--- src/rtl/acc_threshold_monitor_pkg.sv ---
// Shared constants, FSM encoding and magnitude helper for the acceleration
// threshold monitor and its moving-average front end.
`timescale 1ns/1ps
package acc_threshold_monitor_pkg;

  localparam int unsigned       DATA_W         = 16;
  localparam int unsigned       DEF_DEPTH_LOG2 = 3;
  localparam logic signed [15:0] DEF_THRESH_HI = 16'sd10000;
  localparam logic signed [15:0] DEF_THRESH_LO = 16'sd8000;
  localparam int unsigned       DEF_HOLD_CNT   = 4;

  typedef enum logic [1:0] {
    ST_WARMUP = 2'd0,
    ST_IDLE   = 2'd1,
    ST_ALARM  = 2'd2
  } mon_state_e;

  // |v| saturated: the single unrepresentable case -32768 maps to 32767.
  function automatic logic signed [15:0] sat_abs(input logic signed [15:0] v);
    if (v == 16'sh8000) return 16'sh7fff;
    return v[15] ? -v : v;
  endfunction

endpackage

--- src/rtl/acc_threshold_monitor_moving_avg.sv ---
// moving_avg_filter: 2^DEPTH_LOG2-tap boxcar average of a signed 16-bit
// stream, one sample per clock, result registered with a one-cycle strobe.
`timescale 1ns/1ps
module moving_avg_filter
  import acc_threshold_monitor_pkg::*;
#(
  parameter int unsigned DEPTH_LOG2 = DEF_DEPTH_LOG2
) (
  input  logic                     clk,
  input  logic                     rst,
  input  logic                     sample_valid,
  input  logic signed [DATA_W-1:0] acc_data,
  output logic                     filt_valid,
  output logic signed [DATA_W-1:0] filt_data
);

  localparam int DEPTH = 2 ** DEPTH_LOG2;
  localparam int SUM_W = DATA_W + DEPTH_LOG2;

  logic signed [DATA_W-1:0]  buf_q [DEPTH];
  logic signed [SUM_W-1:0]   sum_q, sum_d;
  logic [DEPTH_LOG2-1:0]     wp_q;
  logic                      filt_valid_q;
  logic signed [DATA_W-1:0]  filt_data_q;
  logic signed [DATA_W-1:0]  avg_d;

  // Sum of DEPTH 16-bit values needs exactly DEPTH_LOG2 extra bits, so the
  // running update is exact; dropping the low bits is a floor division.
  always_comb begin
    sum_d = sum_q
          + $signed({{DEPTH_LOG2{acc_data[DATA_W-1]}}, acc_data})
          - $signed({{DEPTH_LOG2{buf_q[wp_q][DATA_W-1]}}, buf_q[wp_q]});
    avg_d = $signed(sum_d[SUM_W-1:DEPTH_LOG2]);
  end

  always_ff @(posedge clk) begin
    if (rst) begin
      // NOTE: the window must start at zero or the running sum would subtract
      // stale samples, so the buffer is reset like any other state.
      for (int i = 0; i < DEPTH; i++) buf_q[i] <= '0;
      sum_q        <= '0;
      wp_q         <= '0;
      filt_valid_q <= 1'b0;
      filt_data_q  <= '0;
    end else begin
      filt_valid_q <= sample_valid;
      if (sample_valid) begin
        buf_q[wp_q] <= acc_data;
        sum_q       <= sum_d;
        wp_q        <= wp_q + 1'b1;
        filt_data_q <= avg_d;
      end
    end
  end

  assign filt_valid = filt_valid_q;
  assign filt_data  = filt_data_q;

endmodule

--- src/rtl/acc_threshold_monitor.sv ---
// Filtered X-axis acceleration monitor: moving average, hysteretic magnitude
// threshold with consecutive-sample debounce, alarm drives the board LED.
`timescale 1ns/1ps
module acc_threshold_monitor
  import acc_threshold_monitor_pkg::*;
#(
  parameter int unsigned        DEPTH_LOG2 = DEF_DEPTH_LOG2,
  parameter logic signed [15:0] THRESH_HI  = DEF_THRESH_HI,
  parameter logic signed [15:0] THRESH_LO  = DEF_THRESH_LO,
  parameter int unsigned        HOLD_CNT   = DEF_HOLD_CNT
) (
  input  logic                     clk,
  input  logic                     rst,
  input  logic                     sample_valid,
  input  logic signed [DATA_W-1:0] acc_data,
  output logic                     filt_valid,
  output logic signed [DATA_W-1:0] filt_data,
  output logic                     alarm,
  output logic                     LED
);

  localparam int FILL_W = DEPTH_LOG2 + 1;
  localparam logic [FILL_W-1:0] FILL_LAST = FILL_W'((2 ** DEPTH_LOG2) - 1);
  localparam logic [3:0]        HOLD_LAST = 4'(HOLD_CNT - 1);

  mon_state_e                state_q, state_d;
  logic [FILL_W-1:0]         fill_q, fill_d;
  logic [3:0]                dcnt_q, dcnt_d;
  logic                      alarm_q, alarm_d;
  logic signed [DATA_W-1:0]  mag;

  moving_avg_filter #(
    .DEPTH_LOG2 (DEPTH_LOG2)
  ) u_filter (
    .clk          (clk),
    .rst          (rst),
    .sample_valid (sample_valid),
    .acc_data     (acc_data),
    .filt_valid   (filt_valid),
    .filt_data    (filt_data)
  );

  assign mag = sat_abs(filt_data);

  always_comb begin
    // NOTE: every next-state signal gets its hold value first so no path
    // through the case leaves one unassigned (which would infer a latch).
    state_d = state_q;
    fill_d  = fill_q;
    dcnt_d  = dcnt_q;
    alarm_d = alarm_q;
    if (filt_valid) begin
      unique case (state_q)
        ST_WARMUP: begin
          fill_d = fill_q + 1'b1;
          if (fill_q == FILL_LAST) state_d = ST_IDLE;
        end
        ST_IDLE: begin
          if (mag > THRESH_HI) begin
            if (dcnt_q == HOLD_LAST) begin
              state_d = ST_ALARM;
              alarm_d = 1'b1;
              dcnt_d  = '0;
            end else begin
              dcnt_d = dcnt_q + 1'b1;
            end
          end else begin
            dcnt_d = '0;
          end
        end
        ST_ALARM: begin
          if (mag < THRESH_LO) begin
            if (dcnt_q == HOLD_LAST) begin
              state_d = ST_IDLE;
              alarm_d = 1'b0;
              dcnt_d  = '0;
            end else begin
              dcnt_d = dcnt_q + 1'b1;
            end
          end else begin
            dcnt_d = '0;
          end
        end
        default: begin
          state_d = ST_WARMUP;
          fill_d  = '0;
          dcnt_d  = '0;
          alarm_d = 1'b0;
        end
      endcase
    end
  end

  always_ff @(posedge clk) begin
    if (rst) begin
      state_q <= ST_WARMUP;
      fill_q  <= '0;
      dcnt_q  <= '0;
      alarm_q <= 1'b0;
    end else begin
      state_q <= state_d;
      fill_q  <= fill_d;
      dcnt_q  <= dcnt_d;
      alarm_q <= alarm_d;
    end
  end

  assign alarm = alarm_q;
  assign LED   = alarm_q;

endmodule

--- config.mk ---
export PLATFORM = sky130hd
export DESIGN_NAME = acc_threshold_monitor
export DESIGN_NICKNAME = d
export VERILOG_FILES = /design/src/rtl/acc_threshold_monitor_pkg.sv /design/src/rtl/acc_threshold_monitor_moving_avg.sv /design/src/rtl/acc_threshold_monitor.sv
export SDC_FILE = /design/constraint.sdc
export NUM_CORES = 1
export LEC_CHECK = 0
export ABC_AREA = 0
export CORE_ASPECT_RATIO = 0.9
export CORE_UTILIZATION = 50
export CTS_CLUSTER_SIZE = 14
export DETAILED_ROUTE_END_ITERATION = 10
export DONT_BUFFER_PORTS = 1
export SYNTH_ARGS = -nofsm -noshare
export SYNTH_HDL_FRONTEND = slang
export SYNTH_SLANG_ARGS = --single-unit
--- constraint.sdc ---
create_clock -name clk -period 6.7 [get_ports clk]
set_input_delay 1.34 -clock clk [delete_from_list [all_inputs] [get_ports clk]]
set_output_delay 1.34 -clock clk [all_outputs]
set_load 0.01 [all_outputs]
# Word-level counts from Yosys, hierarchy flattened
# Memories as Yosys holds them, arrays and structs flattened. A register that Yosys moved wholly into a read port is not among the register bits.
# Cells that the tools add are included.
op_classes:
  n_addsub: 6
  magnitude_cmp: 2
  n_eq_ne: 10
  n_mux: 30
  n_bitwise: 2
  n_reduce_logical: 7
op_table:
  columns: ["cell", "count"]
  rows:
  - ["$mux W16", 4]
  - ["$add A19 B16 Y19", 1]
  - ["$sub A19 B16 Y19", 1]
  - ["$eq A16 B16 Y1 const B", 1]
  - ["$gt A16 B15 Y1 const B", 1]
  - ["$lt A16 B14 Y1 const B", 1]
  - ["$neg A16 Y16", 1]
  - ["$reduce_or A16 Y1", 1]
  - ["$mux W4", 3]
  - ["$pmux W4 S3", 1]
  - ["$reduce_and A6 Y1", 2]
  - ["$mux W1", 11]
  - ["$mux W2", 5]
  - ["$ne A2 B2 Y1 const B", 5]
  - ["$mux W3", 3]
  - ["$add A4 B1 Y4 const B", 2]
  - ["$pmux W4 S2", 1]
  - ["$pmux W2 S3", 1]
  - ["$eq A4 B2 Y1 const B", 1]
  - ["$eq A4 B3 Y1 const B", 1]
  - ["$reduce_and A2 Y1", 2]
  - ["$add A3 B1 Y3 const B", 1]
  - ["$pmux W1 S3", 1]
  - ["$eq A2 B1 Y1 const B", 1]
  - ["other kinds (4)", 5]
totals:
  regBits: 50
  ramBits: 128
  inputBits: 19
  output_inout_bits: 19
  wordCells: 66
  mem_count: 1
memory_table:
  columns: ["name", "depth", "word_bits", "read_ports", "rd_ports_with_merged_regs", "wr", "line", "source"]
  rows:
  - ["u_filter.buf_q", 8, 16, 1, 1, 8, "acc_threshold_monitor_moving_avg.sv:20", "logic signed [DATA_W-1:0] buf_q [DEPTH];"]

# Logic depth before layout (Yosys ltp)
# Gate-level depths: netlist of run 1.
depth:
  word_depth: 6
  depth_mapped: 16
  mapped_depth_nobuf: 14

# Hierarchy
# From an unflattened synthesis of run 1, not the netlist that was laid out.
unflattened:
  hier_cells: 855
  hier_area_um2: 9609.2
modules_own_cells:
  columns: ["mod", "n_inst", "cells_per_inst", "area_each_um2", "seq_area_each_um2"]
  rows:
  - ["moving_avg_filter", 1, 695, 8415.6, 4364.2]
  - ["acc_threshold_monitor", 1, 160, 1193.6, 220.2]

# Worst setup path after synthesis of run 1
# OpenSTA, ideal clock, no wires.
synth_path:
  path_kind: "flip-flop to flip-flop"
  startpoint: "register (tool-made name)"
  endpoint: "register u_filter.sum_q[17]"
  setup_time_ns: 0.091
  t_arrival_ns: 4.675
  required_ns: 6.609
  slack_ns: 1.934
  stages_incl_launch_ff: 16
  n_path_buf: 2
  synth_period_minus_slack_ns: 4.766
  path_cell_list: "dfxtp_1 > clkbuf_1 > buf_1 > mux4_2 > mux2_2 > fa_1 > inv_1 > ha_1 > a21o_1 > a21o_1 > a2111oi_2 > nor3_1 > or3_1 > a2111oi_2 > o31ai_1 > a311oi_1"
synth_lines:
  columns: ["element", "line", "source"]
  rows:
  - ["end signal: assignment", "acc_threshold_monitor_moving_avg.sv:49", "sum_q <= sum_d;"]
  - ["end: declaration", "acc_threshold_monitor_moving_avg.sv:21", "logic signed [SUM_W-1:0] sum_q, sum_d;"]

==> results of run 1 <==
[stage by stage]
step / hold WS, ns / util (%)
after CTS: 0.496 / 55.8
final: 0.499 / 55.8
after global placement: 0.456 / 52.3
after global routing: 0.513 / 55.8
after detailed placement: 0.484 / 52.3
after floorplan: 0.449 / -
[final timing paths]
path / startpoint / depth (start not counted) / end
worst min-delay path: u_filter.sum_q[2] / 2 / u_filter.sum_q[2]
worst max register to register: register / 13 / u_filter.sum_q[17]
worst max-delay path: register / 13 / u_filter.sum_q[17]
worst min register to register: u_filter.sum_q[2] / 2 / u_filter.sum_q[2]
[area by class of cell]
class,instances,area (um2)
repair buffers,12,90.1
fillers,1544,7910
multi-input cells,508,4100
flip-flops and latches,165,4590
clock buffers,17,425
well taps,240,300
inverters,76,285
clock inverters,15,203
[logic make-up after synthesis]
kind of cell | after synthesis
buf+inv | 143
flops | 165
mux | 60
xor+xnor | 13
compound gates | 110
fa+ha+maj | 46
simple gates | 279
[power by group through the flow]
stage	Combinational [mW]	Sequential [mW]	Clock (mW)
after global placement	1.26	1.33	0
after CTS	1.30	1.31	1.06
after global routing	1.47	1.32	1.10
final	1.30	1.31	1.05
after floorplan	1.11	1.26	0
after detailed placement	1.29	1.33	0
[flip-flops by register name, summed over array words and instances, names as in the netlist, named ones only]
name and flops:
state_q 2, LED 1, u_filter.filt_valid 1, u_filter.buf_q 128
u_filter.wp_q 3, dcnt_q 4, u_filter.sum_q 19, fill_q 4
[synthesized netlist by cell type (all sizes together), types with 4 or more instances]
cell type	number	area share [%]
o21ai	25	1.4
nand3	11	0.59
a21o	5	0.41
mux2	15	1.8
nand4	4	0.27
a21oi	25	1.4
nand2	30	1.2
nand2b	4	0.27
nor2	49	2.0
nor3	96	5.2
nor4	32	2.5
a31oi	10	0.68
o211ai	6	0.49
clkbuf	39	1.6
clkinv	13	0.53
inv	63	2.6
fa	18	3.9
or2	4	0.27
a211oi	8	0.70
ha	28	3.8
edfxtp	128	42
buf	28	1.9
mux2i	13	1.4
dfxtp	37	8.0
o31ai	7	0.62
xnor2	10	0.95
mux4	32	7.8
and2	24	1.6
or4	5	0.41
[critical path, delay by kind of cell, from the launching register on]
kind	cells	cell delay, ns
compound gates	6	1.58
mux	2	0.89
flops	1	0.80
fa+ha+maj	2	0.77
simple gates	2	0.66
buf+inv	1	0.07
[metal layers]
layer	part of all wire [%]	wire (um)	global-route usage (%)	vias to the layer above
li1	-	-	-	2943
met1	44	10000	33.6	3212
met2	48	10900	39.9	196
met3	5.8	1300	5.10	26
met4	1.6	352	7.89	0
met5	0	0	0	-
==> results.sh, run 1 <==
export IMPL_final_nets=845
export IMPL_clock_skew_ns=0.00985
export IMPL_drive_above_1_share_pct=14.6
export IMPL_worst_slack_ns=1.82
export IMPL_min_period_over_period_pct=72.8
export IMPL_drt_initial_drc_count=566
export IMPL_power_share_sequential_pct=35.7
export IMPL_synth_xor_area_share_pct=1.23
export IMPL_endpoint_kind="register"
export IMPL_critPathKind="register to register"
export IMPL_p_comb_share_pct=35.6
export IMPL_yosysWarnings=0
export IMPL_clockBufferDepth=2
export IMPL_via_per_inst=6.17
export IMPL_min_period_ns=4.88
export IMPL_synth_edf_count=128
export IMPL_firstDrtPassIters=5
export IMPL_cts_setup_buffers=0
export IMPL_grt_pass1_vias=6448
export IMPL_final_cell_mix="edfxtp_1, nor3_1, inv_1"
export IMPL_grt_setup_unrepaired="false"
export IMPL_rows=46
export IMPL_dpl_cell_area_um2=9360
export IMPL_via_count=6377
export IMPL_synth_cell_type_count=65
export IMPL_die_area_um2=19100
export IMPL_fin_cells=1033
export IMPL_status="complete, no violations"
export IMPL_gp_congestion=0.900
export IMPL_n_antenna_cell=0
export IMPL_synth_adder_area_share_pct=7.67
export IMPL_initial_core_util_pct=51.7
export IMPL_setup_viol=0
export IMPL_worst_pin_slew_ns=1.21
export IMPL_relSlewSlack_pct=19.3
export IMPL_io_pins=38
export IMPL_grt_ovfl_total=0
export IMPL_cts_clk_slew_worst_paths_ns=0.07
export IMPL_tns_ns=0
export IMPL_ys_ff_latch=165
export IMPL_drc=0
export IMPL_yosys_area_share_simple_pct=16.1
export IMPL_grt_usage_pct=24.8
export IMPL_switching_share_pct=35.7
export IMPL_cts_sinks=165
export IMPL_htree_levels=4
export IMPL_cts_tree="yes"
export IMPL_core_area_um2=17900
export IMPL_insertion_delay_ns=0.44
export IMPL_place_inst=1001
export IMPL_ys_dominant_reg_cell="edfxtp_1"
export IMPL_place_ws_ns=1.85
export IMPL_layout_commonest_cell="edfxtp_1"
export IMPL_cp_arrival_ns=5.22
export IMPL_wl_um=22600
export IMPL_ir_drop_v=0.000198
export IMPL_ant_nets=0
export IMPL_holdBufCountCts=0
export IMPL_r2r_slack_ns=1.82
export IMPL_crit_required_ns=7.04
export IMPL_cp_cell_sequence="mux4_2, mux2_2, fa_1, inv_1, ha_1, a21o_1, a21o_1, a2111oi_2, nor3_1, or3_1, a2111oi_2, o31ai_1, a311oi_1"
export IMPL_cp_max_fo=19
export IMPL_antenna_found_initial=0
export IMPL_areaGrowthSynthToFinish_pct=7.89
export IMPL_grt_max_degree=60
export IMPL_cts_root_buf="clkbuf_16"
export IMPL_die_h_um=131
export IMPL_ctsResizeCount=0
export IMPL_cp_slowest_stage_delay_ns=0.80
export IMPL_async_flop_share_pct=0
export IMPL_numCtsBuffers=17
export IMPL_p_switching_mw=1.31
export IMPL_netlist_instances=816
export IMPL_finalHoldViolCount=0
export IMPL_synthMuxAreaShare_pct=11.0
export IMPL_syn_area_per_cell_um2=11.3
export IMPL_clkPwrFrac_pct=28.7
export IMPL_p_int_mw=2.36
export IMPL_port_buffers=0
export IMPL_hp_class="register to register"
export IMPL_stdcell_area_um2=9990
export IMPL_power_density_nw_per_um2=367
export IMPL_routedWlPerCell_um=21.9
export IMPL_slew_viol_final=0
export IMPL_clock_fmax_ghz=0.205
export IMPL_synth_compound_area_share_pct=8.01
export IMPL_critPathLaunchType="register"
export IMPL_fp_dieW_um=145
export IMPL_place_hpwl_um=14400
export IMPL_ys_seq_area_share_pct=49.5
export IMPL_crit_path_top_delay_cell="dfxtp_2"
export IMPL_synth_area_um2=9260
export IMPL_synthesis_nets=881
export IMPL_p_leak_nw=3.60
export IMPL_cap_violations=0
export IMPL_synth_top_family_by_area="simple AND/OR/NAND/NOR gates"
export IMPL_total_power_mw=3.66
export IMPL_grt_pass1_wl_um=35700
No activity file was read; power rests on OpenSTA's default activity.
==> inputs of run 2 (changes only) <==
- clock period: 6.7 -> 4.79 ns (I/O delays scaled with it)
==> run 2 against run 1 <==
Effect of this change:
- critical path depth stayed put
- non-clock buffer count is 8 higher
- first-iteration DRC count is 9.5% lower
- sequential share of layout area hardly changed
- clock power is 26% higher
- routed wire length is 1.5% lower
- utilization hardly changed
- power is 36% higher
- cell count is 0.68% higher
- cell area hardly changed
- critical path type unchanged
- largest cell class unchanged
==> results.sh, run 2 (synthesized netlist as in run 1, its figures left out) <==
export IMPL_largest_reg_flops=128
export IMPL_grt_ovfl_total=0
export IMPL_firstDrtPassIters=5
export IMPL_core_area_um2=17900
export IMPL_p_comb_share_pct=36.9
export IMPL_grt_setup_unrepaired="false"
export IMPL_whs_ns=0.476
export IMPL_status="complete, no violations"
export IMPL_critPathLaunchType="register"
export IMPL_insertion_delay_ns=0.43
export IMPL_gp_congestion=0.856
export IMPL_power_share_sequential_pct=36.5
export IMPL_areaGrowthSynthToFinish_pct=7.84
export IMPL_numCtsBuffers=17
export IMPL_grt_usage_pct=24.7
export IMPL_p_int_mw=3.19
export IMPL_min_period_ns=4.46
export IMPL_p_leak_nw=3.60
export IMPL_antenna_found_initial=0
export IMPL_min_period_over_period_pct=93.1
export IMPL_slew_viol_final=0
export IMPL_cp_max_fo=6
export IMPL_die_area_um2=19100
export IMPL_dpl_cell_area_um2=9420
export IMPL_clockBufferDepth=2
export IMPL_worst_pin_slew_ns=0.728
export IMPL_endpoint_kind="register"
export IMPL_routedWlPerCell_um=21.4
export IMPL_cts_root_buf="clkbuf_16"
export IMPL_top_register="u_filter.buf_q"
export IMPL_cts_sinks=165
export IMPL_clkPwrFrac_pct=26.5
export IMPL_initial_core_util_pct=51.7
export IMPL_drt_initial_drc_count=512
export IMPL_grt_pass1_vias=6417
export IMPL_crit_required_ns=5.13
export IMPL_rows=46
export IMPL_power_density_nw_per_um2=499
export IMPL_grt_max_degree=59
export IMPL_rr_worst_depth=13
export IMPL_clock_skew_ns=0.0130
export IMPL_tns_ns=0
export IMPL_relSlewSlack_pct=51.4
export IMPL_cap_violations=0
export IMPL_p_switching_mw=1.80
export IMPL_place_ws_ns=0.304
export IMPL_place_inst=1009
export IMPL_layout_commonest_cell="edfxtp_1"
export IMPL_critical_path_endpoint="u_filter.sum_q[17]"
export IMPL_drc=0
export IMPL_n_antenna_cell=0
export IMPL_wl_um=22300
export IMPL_drive_above_1_share_pct=15.0
export IMPL_cp_arrival_ns=4.80
export IMPL_stdcell_area_um2=9990
export IMPL_fp_dieW_um=145
export IMPL_hp_class="register to register"
export IMPL_via_count=6434
export IMPL_io_pins=38
export IMPL_final_cell_mix="edfxtp_1, nor3_1, inv_1"
export IMPL_worst_slack_ns=0.329
export IMPL_die_h_um=131
export IMPL_timing_rr_end="u_filter.sum_q[17]"
export IMPL_clock_fmax_ghz=0.224
export IMPL_switching_share_pct=36.1
export IMPL_cts_clk_slew_worst_paths_ns=0.07
export IMPL_ant_nets=0
export IMPL_port_buffers=0
export IMPL_final_nets=853
export IMPL_r2r_slack_ns=0.33
export IMPL_ir_drop_v=0.000283
export IMPL_finalHoldViolCount=0
export IMPL_via_per_inst=6.19
export IMPL_place_hpwl_um=15000
export IMPL_critPathKind="register to register"
export IMPL_setup_viol=0
export IMPL_fin_cells=1040
export IMPL_top_regs="u_filter.buf_q (128), u_filter.sum_q (19)"
export IMPL_cts_tree="yes"
export IMPL_grt_pass1_wl_um=36200
export IMPL_htree_levels=4
==> run 2: cell count changes in the layout (fill, tap and decap cells not counted), sizes merged <==
cell / delta
buf: +8
bufinv: -2
clkinvlp: +2
inv: -2
clkbuf: +1
==> run 2: timing repair <==
| action | in CTS | in global routing |
|---|---|---|
| setup buffers | 0 | 0 |
| endpoints found under the hold margin | 0 | 0 |
| resized for setup | 0 | 1 |
| setup endpoints to repair | 0 | 1 |
| hold buffers | 0 | 0 |
==> run 2: per-layer routing <==
layer,vias to the layer above,wire (um),track usage [%]
met1,3231,9600,33.2
li1,2960,-,-
met2,213,10900,40.4
met4,0,442,7.49
met5,-,0,0
met3,30,1330,5.28
==> run 2: cell type report <==
type / count / area (um2)
clock inverter: 13 / 133
fill: 1504 / 7910
multi-input combinational: 508 / 4100
tap: 240 / 300
clock buffer: 18 / 429
inverter: 76 / 285
timing repair buffer: 20 / 154
sequential: 165 / 4590
==> run 2: critical path, cell delays in order (launching register included) <==
cell and delay (ns):
dfxtp_2 0.44, mux4_2 0.53, mux2_2 0.29, fa_1 0.48, inv_1 0.07, ha_1 0.29, a21o_1 0.18, a21o_1 0.23
a2111oi_2 0.44, nor3_1 0.16, or3_1 0.48, a2111oi_2 0.39, o31ai_1 0.14, a311oi_1 0.25
==> run 2: metrics by stage <==
| stage | power, mW | utilization, % |
|---|---|---|
| floorplan | 3.31 | - |
| global placement | 3.63 | 52.6 |
| detailed placement | 3.66 | 52.6 |
| CTS | 4.98 | 55.8 |
| global route | 5.30 | 55.8 |
| finish | 4.98 | 55.8 |
==> run 2: power groups by stage <==
| stage | Sequential [mW] | Clock (mW) | Combinational [mW] |
|---|---|---|---|
| 2_1_floorplan | 1.76 | 0 | 1.55 |
| 3_3_place_gp | 1.85 | 0 | 1.79 |
| 3_5_place_dp | 1.85 | 0 | 1.81 |
| 4_1_cts | 1.82 | 1.34 | 1.82 |
| 5_1_grt | 1.84 | 1.40 | 2.06 |
| 6_report | 1.82 | 1.32 | 1.84 |
==> run 2: how the worst min path moves through the flow <==
stage	start	to	slack, ns	cells past startpoint
2_1_floorplan	fill_q[1]	fill_q[1]	0.45	2
3_3_place_gp	fill_q[1]	fill_q[1]	0.46	2
3_5_place_dp	fill_q[1]	fill_q[1]	0.47	2
4_1_cts	fill_q[1]	fill_q[1]	0.48	2
5_1_grt	fill_q[1]	fill_q[1]	0.50	2
6_report	fill_q[1]	fill_q[1]	0.48	2
